<file path="src/rtl/md_seq.sv">
// md_seq: RV32M multiply/divide sequencer (one-cycle multiply, 32-step restoring divide).
// Optional macro MD_EARLY_OUT_EN finishes a divide at once when |rs1| < |rs2|.
module md_seq #(
    parameter int DWIDTH = 32
) (
    input  logic              clk,
    input  logic              reset,
    input  logic              in_valid,
    output logic              in_ready,
    input  logic [31:0]       instr,
    input  logic [DWIDTH-1:0] rs1_val,
    input  logic [DWIDTH-1:0] rs2_val,
    input  logic              flush,
    output logic              out_valid,
    input  logic              out_ready,
    output logic [DWIDTH-1:0] result,
    output logic [4:0]        out_rd,
    output logic              busy
);
    // state | meaning
    // IDLE  | waiting for a request
    // MUL   | forming the 64-bit product
    // DIV   | cnt_q != 0: one restoring step per cycle; cnt_q == 0: apply signs
    // DONE  | result held until out_ready
    typedef enum logic [1:0] {ST_IDLE, ST_MUL, ST_DIV, ST_DONE} state_t;

    localparam logic [31:0] INT_MIN = 32'h8000_0000;

    state_t      state_q, state_d;
    logic [2:0]  f3_q, f3_d;
    logic [4:0]  rd_q, rd_d;
    logic [31:0] a_q, a_d;
    logic [31:0] b_q, b_d;
    logic [31:0] rem_q, rem_d;
    logic [31:0] result_q, result_d;
    logic [5:0]  cnt_q, cnt_d;
    logic        qneg_q, qneg_d;
    logic        rneg_q, rneg_d;

    logic        is_md;
    logic        div_signed;
    logic [31:0] mag_a, mag_b;
    logic [32:0] mul_a, mul_b;
    logic [65:0] prod;
    logic [32:0] shifted, diff;
    logic [31:0] quo_fin, rem_fin;
    logic        unused_bits;

    assign is_md      = (instr[6:0] == 7'b0110011) && (instr[31:25] == 7'b0000001);
    assign div_signed = ~instr[12];
    assign mag_a      = (div_signed && rs1_val[31]) ? -rs1_val : rs1_val;
    assign mag_b      = (div_signed && rs2_val[31]) ? -rs2_val : rs2_val;

    // rs1 is signed for all but MULHU, rs2 only for MUL/MULH
    assign mul_a = {(f3_q != 3'b011) && a_q[31], a_q};
    assign mul_b = {!f3_q[1] && b_q[31], b_q};
    assign prod  = {{33{mul_a[32]}}, mul_a} * {{33{mul_b[32]}}, mul_b};

    // a_q doubles as the dividend/quotient shift register; diff[32] is the borrow
    assign shifted = {rem_q, a_q[31]};
    assign diff    = shifted - {1'b0, b_q};
    assign quo_fin = qneg_q ? -a_q : a_q;
    assign rem_fin = rneg_q ? -rem_q : rem_q;

    assign unused_bits = ^{instr[24:15], prod[65:64]};

    always_comb begin
        state_d  = state_q;
        f3_d     = f3_q;
        rd_d     = rd_q;
        a_d      = a_q;
        b_d      = b_q;
        rem_d    = rem_q;
        result_d = result_q;
        cnt_d    = cnt_q;
        qneg_d   = qneg_q;
        rneg_d   = rneg_q;
        case (state_q)
            ST_IDLE: begin
                if (in_valid && is_md) begin
                    f3_d = instr[14:12];
                    rd_d = instr[11:7];
                    if (!instr[14]) begin
                        a_d     = rs1_val;
                        b_d     = rs2_val;
                        state_d = ST_MUL;
                    end else if (rs2_val == '0) begin
                        result_d = instr[13] ? rs1_val : '1;
                        state_d  = ST_DONE;
                    end else if (div_signed && rs1_val == INT_MIN && rs2_val == '1) begin
                        result_d = instr[13] ? '0 : INT_MIN;
                        state_d  = ST_DONE;
                    end else begin
                        qneg_d  = div_signed && (rs1_val[31] ^ rs2_val[31]);
                        rneg_d  = div_signed && rs1_val[31];
                        b_d     = mag_b;
                        state_d = ST_DIV;
`ifdef MD_EARLY_OUT_EN
                        if (mag_a < mag_b) begin
                            a_d   = '0;
                            rem_d = mag_a;
                            cnt_d = '0;
                        end else begin
                            a_d   = mag_a;
                            rem_d = '0;
                            cnt_d = 6'd32;
                        end
`else
                        a_d   = mag_a;
                        rem_d = '0;
                        cnt_d = 6'd32;
`endif
                    end
                end
            end
            ST_MUL: begin
                result_d = (f3_q == 3'b000) ? prod[31:0] : prod[63:32];
                state_d  = ST_DONE;
            end
            ST_DIV: begin
                if (cnt_q != '0) begin
                    rem_d = diff[32] ? shifted[31:0] : diff[31:0];
                    a_d   = {a_q[30:0], ~diff[32]};
                    cnt_d = cnt_q - 6'd1;
                end else begin
                    result_d = f3_q[1] ? rem_fin : quo_fin;
                    state_d  = ST_DONE;
                end
            end
            ST_DONE: begin
                if (out_ready) begin
                    result_d = '0;
                    state_d  = ST_IDLE;
                end
            end
            default: state_d = ST_IDLE;
        endcase
        if (flush) begin
            state_d  = ST_IDLE;
            result_d = '0;
        end
    end

    always_ff @(posedge clk or posedge reset) begin
        if (reset) begin
            state_q  <= ST_IDLE;
            f3_q     <= '0;
            rd_q     <= '0;
            a_q      <= '0;
            b_q      <= '0;
            rem_q    <= '0;
            result_q <= '0;
            cnt_q    <= '0;
            qneg_q   <= 1'b0;
            rneg_q   <= 1'b0;
        end else begin
            state_q  <= state_d;
            f3_q     <= f3_d;
            rd_q     <= rd_d;
            a_q      <= a_d;
            b_q      <= b_d;
            rem_q    <= rem_d;
            result_q <= result_d;
            cnt_q    <= cnt_d;
            qneg_q   <= qneg_d;
            rneg_q   <= rneg_d;
        end
    end

    assign in_ready  = (state_q == ST_IDLE) && !reset;
    assign busy      = (state_q != ST_IDLE);
    assign out_valid = (state_q == ST_DONE);
    assign result    = out_valid ? result_q : '0;
    assign out_rd    = out_valid ? rd_q : '0;

endmodule

</file>
<file path="config.mk">
export PLATFORM = sky130hd
export DESIGN_NAME = md_seq
export DESIGN_NICKNAME = d
export VERILOG_FILES = /design/src/rtl/md_seq.sv
export SDC_FILE = /design/constraint.sdc
export NUM_CORES = 2
export LEC_CHECK = 0
export ABC_AREA = 1
export CAP_MARGIN = 20
export CELL_PAD_IN_SITES_DETAIL_PLACEMENT = 0
export CELL_PAD_IN_SITES_GLOBAL_PLACEMENT = 1
export CORE_ASPECT_RATIO = 0.75
export CORE_MARGIN = 2
export CORE_UTILIZATION = 44
export CTS_CLUSTER_SIZE = 25
export DETAILED_ROUTE_END_ITERATION = 10
export PLACE_DENSITY_LB_ADDON = 0.3
export SYNTH_ARGS = -nofsm -noshare
export SYNTH_HDL_FRONTEND = slang
export SYNTH_SLANG_ARGS = --single-unit
</file>
<file path="constraint.sdc">
create_clock -name clk -period 7.5 [get_ports clk]
set_clock_uncertainty 0.2 [all_clocks]
set_input_delay 0.75 -clock clk [delete_from_list [all_inputs] [get_ports clk]]
set_output_delay 0.75 -clock clk [all_outputs]
set_load 0.05 [all_outputs]
</file>
==> qor.txt <==
Fillers -> 12020
Hold WS -> 0.2764 ns
H-Tree Depth -> 4
syn nets -> 8926
final cell count without fillers -> 9551
share of layout cells above drive strength 1 -> 15.01%
Max stage delay cell, worst path -> fa_1
Root Driver -> clkbuf_16
synth-to-layout area growth -> 21.16%
largest net degree at the start of global routing -> 83
Final setup viols -> 14
delay of the slowest critical-path stage -> 0.63 ns
die height -> 307.2 µm
core box area -> 0.1219 mm²
post-placement cell area -> 0.06155 mm²
clk slew on worst S/H paths -> 0.07 ns
nets -> 9389
Seq/Total Area, Yosys -> 6.776%
highest clock rate -> 0.1321 GHz
dpl cells -> 9449
CP Max Fanout -> 11
FFs w/ async S/R, synth -> 100.0%
post-route ant nets -> 0
Synth Flop Type -> dfrtp_1
post-route setup TNS -> -0.5518 ns
HPWL after DPL -> 167700 µm
largest area contributor in the netlist -> fa_1
Synth Cell Area -> 0.05392 mm²
Synth area leaders -> fa_1 (42%), nand2_1 (15%), inv_1 (14%)
vias in the first global route -> 49890
final hold violations -> 0
vias -> 48920
Critical Path AT -> 7.77 ns
total global-route track usage -> 32.56%
Initial Util -> 44.21%
post-route DRC violation count -> 0
Max Slew Vio Count -> 0
static leakage -> 36.11 nW
latest clock arrival within the worst-skew pair -> 0.52 ns
IO Port Bufs -> 130
number of flops mapped to enable cells by yosys -> 0
final WL -> 202200 µm
run status -> finished, violations left
Clock Sinks -> 146
max-cap viol count -> 0
synth warn -> 0
Worst Setup Path Type -> reg -> reg
unrepaired setup endpoints after global routing -> yes
drt via density -> 5.122
first-pass GRT wire length -> 308400 µm
Die W -> 408.2 µm
io pins -> 141
worst-margin pin slew -> 1.077 ns
Slew HR -> 27.47%
crit-path most repeated cell -> fa_1
most instantiated library cell after synthesis -> nand2_1
#FFs+latches synth -> 146
Yosys cell types -> 54
grt total ovfl -> 0
TritonRoute pass-1 iters -> 6
Setup crit start kind -> register
failing checks -> setup timing
initial antenna violation count -> 5
Req. time, crit path -> 7.70 ns
Worst Slack Setup Final -> -0.07188 ns
post-route cell area -> 0.06533 mm²
# diodes -> 0
clock buffer depth -> 3
die area -> 0.1254 mm²
r2r setup slk -> -0.07 ns
Cells after Synth -> 7444
drt initial violations -> 4543
synthesized area per cell -> 7.243 µm²
top post-synthesis cells by count -> nand2_1 (2144), inv_1 (1951), fa_1 (1126), nor2_1 (360), nand3_1 (339)
post-synth top area share -> 41.81%
Tmin final -> 7.572 ns
final period utilization -> 101.0%
TritonCTS Buffers -> 25
CTS tree -> yes
WL per Instance -> 21.17 µm
Worst Hold Class -> reg -> reg
Routability Congestion -> 1.009
pwr/cell area -> 229.6 mW/mm²
Std-Cell Rows -> 111
Max rail drop VDD -> 0.4001 mV
overall power -> 15.00 mW
element type at the critical path end -> register
cells by family after synthesis:
family          Yosys count  share of synthesized area, %
simple gates           2999                         22.44
mux                       1                       0.01857
buf+inv                2305                         16.27
xor+xnor                 98                         1.592
fa+ha+maj              1381                         47.73
compound gates          514                         5.180
flops                   146                         6.776
metrics by stage:
step / util [%] / setup WS, ns
2_1_floorplan: - / 0.01756
4_1_cts: 52.70 / -0.02489
3_3_place_gp: 50.48 / -0.4934
6_report: 53.57 / -0.07188
5_1_grt: 53.57 / -0.3317
3_5_place_dp: 50.48 / -0.5359
registers in the layout (all words and copies together), names as in the netlist:
register,cells
cnt_q,6
rd_q,5
a_q,32
rem_q,32
f3_q,3
rneg_q,1
qneg_q,1
state_q,2
b_q,32
result_q,32
report_power, final:
group	total [mW]	switching (mW)	internal, mW
Clock	1.07	0.412	0.659
Combinational	12.7	7.85	4.86
Sequential	1.22	0.235	0.987
Total	15.0	8.50	6.51
per-layer routing:
| layer | part of all wire, % | global-route usage [%] | wire, µm |
|---|---|---|---|
| met4 | 2.7 | 7.045 | 5371 |
| met3 | 9.2 | 5.106 | 18650 |
| met2 | 42 | 47.98 | 84410 |
| met5 | 0.0054 | 0 | 11 |
| met1 | 46 | 50.19 | 93770 |
final timing paths:
check	from	end	depth (start not counted)
hold reg to reg	result_q[3]	result_q[3]	2
min in group asynchronous	reset	result_q[10]	2
setup reg to reg	a_q[18]	result_q[11]	28
setup / recovery	a_q[18]	result_q[11]	28
max in group asynchronous	reset	b_q[12]	3
hold / removal	result_q[3]	result_q[3]	2
final cells by class:
class / count / area [µm²] / area share, %
sequential: 146 / 3699 / 5.662
tap: 1638 / 2049 / 3.137
timing repair buffer: 785 / 7909 / 12.11
clock buffer: 28 / 666.9 / 1.021
clock inverter: 5 / 55.05 / 0.08427
inverter: 1956 / 7368 / 11.28
multi-input combinational: 4993 / 43580 / 66.71
cells in the final DEF (no fill, tap or decap), types with 8 or more instances in the layout:
master | netlist | final
dfrtp_4 | 0 | 9
nand3_4 | 1 | 13
ha_4 | 0 | 39
o21ai_0 | 232 | 199
nand2_4 | 0 | 16
o21ai_2 | 1 | 9
xor2_1 | 64 | 64
nand4_1 | 48 | 48
a21oi_4 | 1 | 10
nand2_1 | 2144 | 2040
nand2_2 | 4 | 91
nor3_1 | 51 | 47
fa_1 | 1126 | 1090
a21oi_1 | 163 | 117
nand3_2 | 4 | 66
xnor2_1 | 34 | 34
clkbuf_16 | 0 | 29
inv_2 | 4 | 49
nand3_1 | 339 | 265
dfrtp_2 | 0 | 9
buf_4 | 7 | 512
nor2_2 | 8 | 42
ha_1 | 255 | 215
o21ai_1 | 39 | 64
nor2_1 | 360 | 293
buf_6 | 8 | 19
o211ai_1 | 28 | 28
inv_1 | 1951 | 1900
nor2_4 | 3 | 36
a21oi_2 | 2 | 39
fa_2 | 0 | 36
dfrtp_1 | 146 | 128
o311ai_0 | 8 | 8
clkdlybuf4s50_1 | 0 | 130
buf_12 | 0 | 110
nor3_2 | 6 | 10
repair_timing:
action / in CTS / in global routing
cloned: 4 / 4
buffers inserted: 47 / 16
pin swaps: 143 / 132
hold buffers: 0 / 0
resized for setup: 355 / 241
endpoints found under the setup margin: 32 / 32
worst max-delay path: cells and delay by family, from the launching register on:
kind | cells | cell delay, ns
adders and majority gates | 9 | 4.45
buffers and inverters | 7 | 0.96
DFF | 1 | 0.37
and+or+nand+nor | 12 | 1.40
Power figures use the tool's default switching activity.
